[config.mk]
export PLATFORM = sky130hd
export DESIGN_NAME = phase_timer
export DESIGN_NICKNAME = d
export VERILOG_FILES = /design/src/rtl/phase_timer_pkg.sv /design/src/rtl/phase_timer_tick_prescaler.sv /design/src/rtl/phase_timer.sv
export SDC_FILE = /design/constraint.sdc
export NUM_CORES = 1
export LEC_CHECK = 0
export CAP_MARGIN = 10
export CORE_MARGIN = 3
export CORE_UTILIZATION = 49
export DETAILED_ROUTE_END_ITERATION = 10
export PLACE_DENSITY_LB_ADDON = 0.1
export SETUP_SLACK_MARGIN = 0.05
export SYNTH_ARGS = -nofsm -noshare
export SYNTH_HDL_FRONTEND = slang
export SYNTH_SLANG_ARGS = --single-unit
[constraint.sdc]
create_clock -name clk -period 2.1 [get_ports clk]
set_input_delay 0.315 -clock clk [delete_from_list [all_inputs] [get_ports clk]]
set_output_delay 0.315 -clock clk [all_outputs]
set_load 0.03 [all_outputs]
[src/rtl/phase_timer_pkg.sv]
// phase_timer_pkg: light codes and timer width shared with the traffic-light FSM
package phase_timer_pkg;
    localparam int TIMER_W = 4;
    localparam logic [2:0] LIGHT_RED    = 3'b100;
    localparam logic [2:0] LIGHT_GREEN  = 3'b111;
    localparam logic [2:0] LIGHT_YELLOW = 3'b001;
    function automatic logic legal_light(input logic [2:0] l);
        return l == LIGHT_RED || l == LIGHT_GREEN || l == LIGHT_YELLOW;
    endfunction
endpackage

[src/rtl/phase_timer_tick_prescaler.sv]
// phase_timer_tick_prescaler: clock-enable divider with hold gating and clear
module phase_timer_tick_prescaler #(
    parameter int PRESCALE = 4
) (
    input  logic clk,
    input  logic rst,
    input  logic hold,
    input  logic clr,
    output logic tick
);
    logic [15:0] count;
    logic        wrap;
    assign wrap = count == 16'(PRESCALE - 1);
    assign tick = !rst && !hold && wrap;
    always_ff @(posedge clk or posedge rst)
        if (rst) count <= '0;
        else if (clr || (!hold && wrap)) count <= '0;
        else if (!hold) count <= count + 16'd1;
endmodule

[src/rtl/phase_timer.sv]
// phase_timer: prescaled phase countdown feeding the traffic-light FSM, reloaded per light code
// Optional pedestrian green truncation enabled by PHASE_TIMER_PED_EN.
module phase_timer
    import phase_timer_pkg::*;
#(
    parameter int PRESCALE      = 4,
    parameter int RED_TIME      = 8,
    parameter int GREEN_TIME    = 6,
    parameter int YELLOW_TIME   = 2,
    parameter int PED_GREEN_MIN = 2
) (
    input  logic               clk,
    input  logic               rst,
    input  logic               hold,
    input  logic [2:0]         light,
`ifdef PHASE_TIMER_PED_EN
    input  logic               ped_req,
`endif
    output logic [TIMER_W-1:0] timer,
    output logic               tick,
    output logic               fault
);
    if (PRESCALE < 1 || PRESCALE > 65535 || RED_TIME < 1 || RED_TIME > 15 ||
        GREEN_TIME < 1 || GREEN_TIME > 15 || YELLOW_TIME < 1 || YELLOW_TIME > 15 ||
        PED_GREEN_MIN < 1 || PED_GREEN_MIN > GREEN_TIME) begin : g_param_check
        $error("phase_timer: parameter out of range");
    end
    logic               reload;
    logic               trunc;
    logic [TIMER_W-1:0] reload_val;
    logic [TIMER_W-1:0] timer_d;
    assign reload = timer == '0;
    // reload picks the duration of the phase the FSM is about to enter
    assign reload_val = light == LIGHT_RED   ? TIMER_W'(GREEN_TIME)  :
                        light == LIGHT_GREEN ? TIMER_W'(YELLOW_TIME) : TIMER_W'(RED_TIME);
`ifdef PHASE_TIMER_PED_EN
    logic ped_pending;
    assign trunc = light == LIGHT_GREEN && (ped_pending || ped_req) && timer > TIMER_W'(PED_GREEN_MIN);
    always_ff @(posedge clk or posedge rst)
        if (rst) ped_pending <= 1'b0;
        else ped_pending <= !trunc && (ped_req || (ped_pending && !(reload && light == LIGHT_GREEN)));
`else
    assign trunc = 1'b0;
`endif
    assign timer_d = reload ? reload_val :
                     trunc  ? TIMER_W'(PED_GREEN_MIN) :
                     tick   ? timer - 1'b1 : timer;
    phase_timer_tick_prescaler #(.PRESCALE(PRESCALE)) u_tick_prescaler (
        .clk  (clk),
        .rst  (rst),
        .hold (hold),
        .clr  (reload),
        .tick (tick)
    );
    always_ff @(posedge clk or posedge rst)
        if (rst) begin
            timer <= TIMER_W'(RED_TIME);
            fault <= 1'b0;
        end else begin
            timer <= timer_d;
            if (reload && !legal_light(light)) fault <= 1'b1;
        end
endmodule

== After elaboration in Yosys (flattened, before gate mapping) ==
Cells that the tools add are included.

* Reductions and logical operators: 12
* Mux-type cells: 6
* Add/subtract/negate cells: 2
* Equality and inequality tests: 5

{| class="wikitable"
|+ Operator list
! operator !! number
|-
| two-way mux 16 bit || 2
|-
| adder 16 x 1 -> 16 bit, second input constant || 1
|-
| equality test 16 x 2 -> 1 bit, second input constant || 1
|-
| two-way mux 4 bit || 4
|-
| equality test 3 bit, second input constant || 2
|-
| logical AND 1 bit || 4
|-
| logical NOT 4 bit || 1
|-
| subtractor 4 x 1 -> 4 bit, second input constant || 1
|-
| equality test 3 x 1 -> 1 bit, second input constant || 1
|-
| logical NOT 1 bit || 3
|-
| logical OR 1 bit || 3
|-
| inequality test 2 x 1 -> 1 bit, second input constant || 1
|-
| nonzero test 2 bit || 1
|}

* Output and inout port bits: 6
* Word-level logic and storage cells: 28
* Flip-flop bits (word level): 21

== Longest topological paths before layout ==
Gate-level depths: netlist (run 1).

* Depth after elaboration: 5
* Mapped depth: 7
* Gate-level depth less buffers: 6

== Modules after synthesis ==
Synthesis (run 1) repeated with hierarchy kept, for this count alone.

* Cell total of the unflattened synthesis: 123
* Area, all modules: 1,158.6 um2

{| class="wikitable"
|+ By module, submodules not included
! module !! cells an instance !! area each (um2) !! instances
|-
| phase_timer_tick_prescaler || 89 || 848.3 || 1
|-
| phase_timer || 34 || 310.3 || 1
|}

== Worst setup path before layout (run 1) ==
OpenSTA, ideal clock, no wires.

* Path type: flip-flop to flip-flop
* Start point: register timer[0]
* End point: register u_tick_prescaler.count[15]
* Buffers on the path: 1
* Stages on the path, launching flop included: 8
* Data arrival time: 2.280 ns
* Setup slack: -0.258 ns
* Library setup time: 0.078 ns
* Cells stage by stage: dfrtp_1 -> inv_1 -> ha_1 -> or3b_1 -> buf_6 -> a211o_4 -> or4_1 -> a21oi_1

* Word-level cells in the longest chain between the ends: 3

{| class="wikitable"
|+ Ends and longest elaborated chain
! what !! RTL line !! RTL
|-
| from (decl) || phase_timer.sv:19 || <nowiki>output logic [TIMER_W-1:0] timer,</nowiki>
|-
| from (signal assigned) || phase_timer.sv:57 || <nowiki>timer <= TIMER_W'(RED_TIME);</nowiki>
|-
| from (signal assigned) || phase_timer.sv:60 || <nowiki>timer <= timer_d;</nowiki>
|-
| logical NOT 4 bit * || phase_timer.sv:32 || <nowiki>assign reload = timer == '0;</nowiki>
|-
| logical OR 1 bit * || phase_timer_tick_prescaler.sv:17 || <nowiki>else if (clr || (!hold && wrap)) count <= '0;</nowiki>
|-
| inequality test 2 x 1 -> 1 bit (no line) or two-way mux 16 bit (tied branches) || n/a ||
|-
| to (signal assigned) || phase_timer_tick_prescaler.sv:18 || <nowiki>else if (!hold) count <= count + 16'd1;</nowiki>
|-
| to (decl) || phase_timer_tick_prescaler.sv:11 || <nowiki>logic [15:0] count;</nowiki>
|}

Every way passes the cells marked *; elsewhere a longest branch is shown, timed or not.
A chain may end at the register's enable or synchronous reset.

== Worst setup path after layout (run 1) ==
* Start point: register timer[1]
* End point: register u_tick_prescaler.count[15]

The elaborated chain is that of the path after synthesis.

==> results.toml, run 1 <==
[clock_tree]
clock-sinks = 21
cts_tree = "built"
clk_latency_ns = 0.31
cts_buffers = 3
cts_max_path_buffers = 2
htree_levels = 1
path_clk_slew_ns = 0.12
cts_root_buffer = "clkbuf_4"

[timing]
slew_headroom_pct = 69.6
tightest_slew_ns = 0.455
holdWs_ns = 0.485
setup_viol = 0
fin_setup_tns_ns = 0
maxSlewViolCount = 0
hold_violations = 0
setup_slack_ns = 0.0474
fmax_mhz = 487
min_period_ns = 2.05
clock-skew-final_ns = 0.00947
rsz0062_at_grt = "true"
fin_crit_sh_pct = 97.7

[setup_path]
reg2reg_depth = 6
path_class = "flip-flop to flip-flop"
reg2reg_to = "u_tick_prescaler.count[15]$_DFFE_PP0P_"
crit_path_max_incr_delay_ns = 0.48
crit_start = "timer[1]$_DFFE_PP0P_"
cp_data_arrival_time_ns = 2.30
setup.worst_path.start_class = "flip-flop"
path_cells = "inv_2 > ha_4 > or3b_4 > a211o_4 > or4_1 > a21oi_1"
critPathSlowestCell = "or4_1"
required_ns = 2.35
r2r_start = "timer[1]$_DFFE_PP0P_"
r2r_slack_ns = 0.05
cp_max_fo = 7
end_kind = "flip-flop"

[detailed_routing]
drtAntennaViolNets = 0
post-route-drc-count = 0
route.final.wire_length_mm = 2.82
routed-via-count = 1075
drt_iter0_markers = 14
routedWlPerCell_um = 15.2
first_pass_iters = 4
routed_via_density = 5.81

[min_path]
hold_class = "flip-flop to flip-flop"
holdPathEnd = "fault$_DFFE_PP0P_"
holdCritStartpoint = "fault$_DFFE_PP0P_"
whs_path_depth = 1

[power]
sw_frac_of_total_pct = 39.3
p_int_mw = 1.00
p_leak_nw = 0.610
p_total_mw = 1.65
p_per_area_nw_per_um2 = 1080
seq_power_share_pct = 37.1
ir_worst_vdd_uv = 803
pwr-share-comb_pct = 50.7
clkPwrFrac_pct = 12.2
netSwitchingPower_mw = 0.651

[global_routing]
grtUsageMet2_pct = 35.6
gr-usage-met1_pct = 25.6
grt_max_degree = 22
grt-ovfl-total = 0
grt_pass1_vias = 1027
grt_util_all_layers_pct = 21.2
grt_pass1_wl_mm = 4.46
busiest_layer = "met2"
antenna_found_initial = 0
grt_use_met3_pct = 3.00

[synthesis]
ys_seq_area_share_pct = 45.1
ys_types = 39
synth_edf_count = 0
yosys.area.top_type = "dfrtp_1"
syn-num-nets = 135
synthTopCellsByArea = "dfrtp_1 (43%), a21oi_1 (5.6%), xnor2_1 (4.5%)"
async_flop_share_pct = 100
synth-seq-cells = 21
syn_area_um2 = 1170
avgSynthCellArea_um2 = 9.20
synthDominantCellAreaShare_pct = 42.8
syn_inst = 127
yosys_most_used_dff = "dfrtp_1"
yosys_warnings = 0

[cells_and_area]
finish.instance_area_um2 = 1530
insertedDiodeCount = 0
fin_util_pct = 68.6
drive_above_1_share_pct = 26.8
layout_common_cells = "dfrtp_1 (18), buf_4 (17), a21oi_1 (12), nor2_1 (10), clkdlybuf4s50_1 (10)"
fin_nets = 166
layoutNonFillerInstCount = 185
nFillCells = 180
regArea_um2 = 529
multi_input_area_um2 = 657
syn_to_final_growth_pct = 31.2
final_common_cell = "dfrtp_1"

[die]
initial_utilization_pct = 52.3
core_area_um2 = 2230
die_w_um = 54.8
std_cell_rows = 17
die_h_um = 54.8
ioPinCount = 12
dieArea_um2 = 3010

[placement]
post-place-ws_ns = 0.0240
gp_congestion = 0.773
placed_cells_incl_taps = 173
place_area_um2 = 1400
hpwl_mm = 1.91
io_buffers = 11

[run]
max_cap_viol_count = 0

[run_status]
status = "finished clean"
==> worst max-delay path, delay by kind of cell, from the launching register on <==
family,cells,cell delay (ns)
simple gates,2,0.88
buf+inv,1,0.07
fa+ha+maj,1,0.13
compound gates,2,0.49
flops,1,0.43
==> how the worst max path moves through the flow <==
stage | slack (ns) | to | cells past startpoint
CTS | 0.03 | u_tick_prescaler.count[15]$_DFFE_PP0P_ | 6
global route | -0.008 | u_tick_prescaler.count[15]$_DFFE_PP0P_ | 6
floorplan | -0.10 | u_tick_prescaler.count[15]$_DFFE_PP0P_ | 7
detailed placement | 0.02 | u_tick_prescaler.count[15]$_DFFE_PP0P_ | 6
finish | 0.05 | u_tick_prescaler.count[15]$_DFFE_PP0P_ | 6
global placement | 0.07 | u_tick_prescaler.count[15]$_DFFE_PP0P_ | 6
==> cell usage after synthesis, types with 2 or more instances <==
library cell  count
a21oi_1          13
a41oi_1           2
clkbuf_1          2
dfrtp_1          20
ha_1              2
inv_1             7
nand2_1           8
nand2b_1          2
nand3_1           6
nand4_1           4
nor2_1           11
nor4_1            3
o21ai_0           9
or3_1             7
or4_1             2
xnor2_1           6
==> power by group through the flow <==
stage	sequential (mW)	combinational [mW]	clock [mW]
floorplan	0.704	0.350	0
finish	0.614	0.839	0.201
global placement	0.602	0.731	0
detailed placement	0.609	0.745	0
CTS	0.601	0.798	0.207
global route	0.631	0.935	0.226
==> state kept, by name, indices dropped and copies added (netlist names) <==
register and count:
fault 1, timer 4, u_tick_prescaler.count 16
==> layer usage <==
layer,up-vias,part of all wire [%]
met4,0,2.8
met1,522,47
li1,529,-
met2,16,47
met3,8,2.7
met5,-,0
==> repair_timing <==
action	in CTS	in global routing
pin swaps	3	3
resized for setup	2	10
endpoints found under the setup margin	7	9
cloned	0	0
buffers inserted	6	2
hold buffers	0	0
==> cell families after synthesis <==
family | after synthesis | share of synthesized area [%]
compound gates | 35 | 19.4
xor+xnor | 7 | 5.25
fa+ha+maj | 2 | 2.14
buf+inv | 10 | 3.85
flops | 21 | 45.1
simple gates | 52 | 24.3
==> area by class of cell <==
class                           instances  share of cell area, %
Tap cell                               28                   2.29
Sequential cell                        21                   34.5
Clock buffer                            4                   1.71
Timing Repair Buffer                   29                   16.9
Inverter                                7                   1.71
Multi-Input combinational cell         96                   42.9
No activity file was read; power rests on OpenSTA's default activity.
==> run 2: changes to the inputs <==
--- a/config.mk
+++ b/config.mk
@@ -9,7 +9,7 @@
 export CORE_MARGIN = 3
 export CORE_UTILIZATION = 49
 export DETAILED_ROUTE_END_ITERATION = 10
-export PLACE_DENSITY_LB_ADDON = 0.1
+export PLACE_DENSITY = 0.74
 export SETUP_SLACK_MARGIN = 0.05
 export SYNTH_ARGS = -nofsm -noshare
 export SYNTH_HDL_FRONTEND = slang
==> results.toml, run 2 (synthesis gave the netlist of run 1 again) <==
[run_status]
status = "finished clean"

[global_routing]
grt_util_all_layers_pct = 20.9
grt-ovfl-total = 0
grt_pass1_wl_mm = 4.49
grt_max_degree = 22
antenna_found_initial = 0
grt_pass1_vias = 977

[setup_path]
required_ns = 2.37
setup.worst_path.start_class = "flip-flop"
cp_data_arrival_time_ns = 2.35
cp_max_fo = 7
r2r_start = "timer[1]$_DFFE_PP0P_"
r2r_slack_ns = 0.01
crit_start = "timer[1]$_DFFE_PP0P_"
path_class = "flip-flop to flip-flop"
end_kind = "flip-flop"

[timing]
rsz0062_at_grt = "true"
slew_headroom_pct = 70.4
fin_crit_sh_pct = 99.3
clock-skew-final_ns = 0.0227
maxSlewViolCount = 0
tightest_slew_ns = 0.444
min_period_ns = 2.09
fin_setup_tns_ns = 0
fmax_mhz = 479
hold_violations = 0
setup_viol = 0

[clock_tree]
path_clk_slew_ns = 0.14
ctsHoldBuffers = 0
cts_buffers = 3
cts_max_path_buffers = 2
clk_latency_ns = 0.33
cts_tree = "built"
htree_levels = 1
clock-sinks = 21
cts_root_buffer = "clkbuf_4"

[die]
die_w_um = 54.8
dieArea_um2 = 3010
initial_utilization_pct = 52.3
ioPinCount = 12
die_h_um = 54.8
std_cell_rows = 17
core_area_um2 = 2230

[cells_and_area]
finish.instance_area_um2 = 1520
multi_input_area_um2 = 673
nFillCells = 177
top_register = "u_tick_prescaler.count"
drive_above_1_share_pct = 26.6
insertedDiodeCount = 0
fin_nets = 163
largest_reg_flops = 16
syn_to_final_growth_pct = 30.0
regArea_um2 = 529
reg.largest.list = "u_tick_prescaler.count x16, timer x4, fault x1"
layout_common_cells = "dfrtp_1 (18), buf_4 (14), a21oi_1 (11), nor2_1 (10), clkdlybuf4s50_1 (10)"
final_common_cell = "dfrtp_1"

[placement]
io_buffers = 11
gp_congestion = 0.814
hpwl_mm = 1.97
place_area_um2 = 1390

[run]
max_cap_viol_count = 0

[min_path]
holdCritStartpoint = "fault$_DFFE_PP0P_"
hold_class = "flip-flop to flip-flop"

[detailed_routing]
routed_via_density = 5.86
drt_iter0_markers = 35
post-route-drc-count = 0
route.final.wire_length_mm = 2.92
first_pass_iters = 4
routed-via-count = 1066
drtAntennaViolNets = 0
routedWlPerCell_um = 16.0

[power]
p_per_area_nw_per_um2 = 1070
ir_worst_vdd_uv = 857
p_leak_nw = 0.605
run 2: worst max-delay path, stage by stage (launching register included):
cell	delay, ns
dfrtp_2	0.43
inv_2	0.08
ha_4	0.13
or3b_4	0.40
a211o_4	0.37
or4_4	0.49
a21oi_2	0.15
run 2: metal layers:
metal	vias up	wire [um]	share of wire [%]	track usage (%)
met5	-	0	0	0
met4	0	42	1.4	7.47
li1	522	-	-	-
met3	5	75	2.6	2.45
met1	521	1270	43	29.2
met2	18	1530	52	32.9
run 2: layout make-up:
cell class	instances	share of cell area, %
well taps	28	2.31
inverters	7	1.73
clock inverters	1	0.329
repair buffers	26	15.0
multi-input cells	96	44.3
clock buffers	3	1.48
flip-flops and latches	21	34.8
run 2: report_power, final:
| group | switching, mW | internal, mW | total [mW] | leakage [nW] |
|---|---|---|---|---|
| registers | 0.113 | 0.508 | 0.621 | 0.274 |
| logic | 0.406 | 0.390 | 0.796 | 0.313 |
| clock network | 0.135 | 0.0715 | 0.206 | 0.0177 |
run 2: path summary, 6_finish.rpt:
check                           cells past startpoint                                endpoint
worst max register to register                      6  u_tick_prescaler.count[15]$_DFFE_PP0P_
worst max-delay path                                6  u_tick_prescaler.count[15]$_DFFE_PP0P_
worst min-delay path                                1                       fault$_DFFE_PP0P_
worst min register to register                      1                       fault$_DFFE_PP0P_
max in group asynchronous                           3                    timer[3]$_DFFE_PP1P_
min in group asynchronous                           3   u_tick_prescaler.count[5]$_DFFE_PP0P_
run 2: metrics by stage:
stage | worst slack, ns | instances | hold WS, ns | util (%) | total power, mW
6_report | 0.0141 | 182 | 0.481 | 68.0 | 1.62
5_1_grt | -0.0384 | 182 | 0.513 | 68.0 | 1.75
4_1_cts | 0.0165 | 180 | 0.488 | 64.9 | 1.55
3_5_place_dp | -0.0202 | 174 | 0.462 | 62.2 | 1.33
3_3_place_gp | 0.0286 | 174 | 0.454 | 62.2 | 1.31
2_1_floorplan | -0.100 | 127 | 0.299 | - | 1.05
run 2: what timing repair did:
action	in CTS	in global routing
gates resized for setup	5	11
setup endpoints to repair	7	9
pin swaps	0	1
setup buffers	2	2
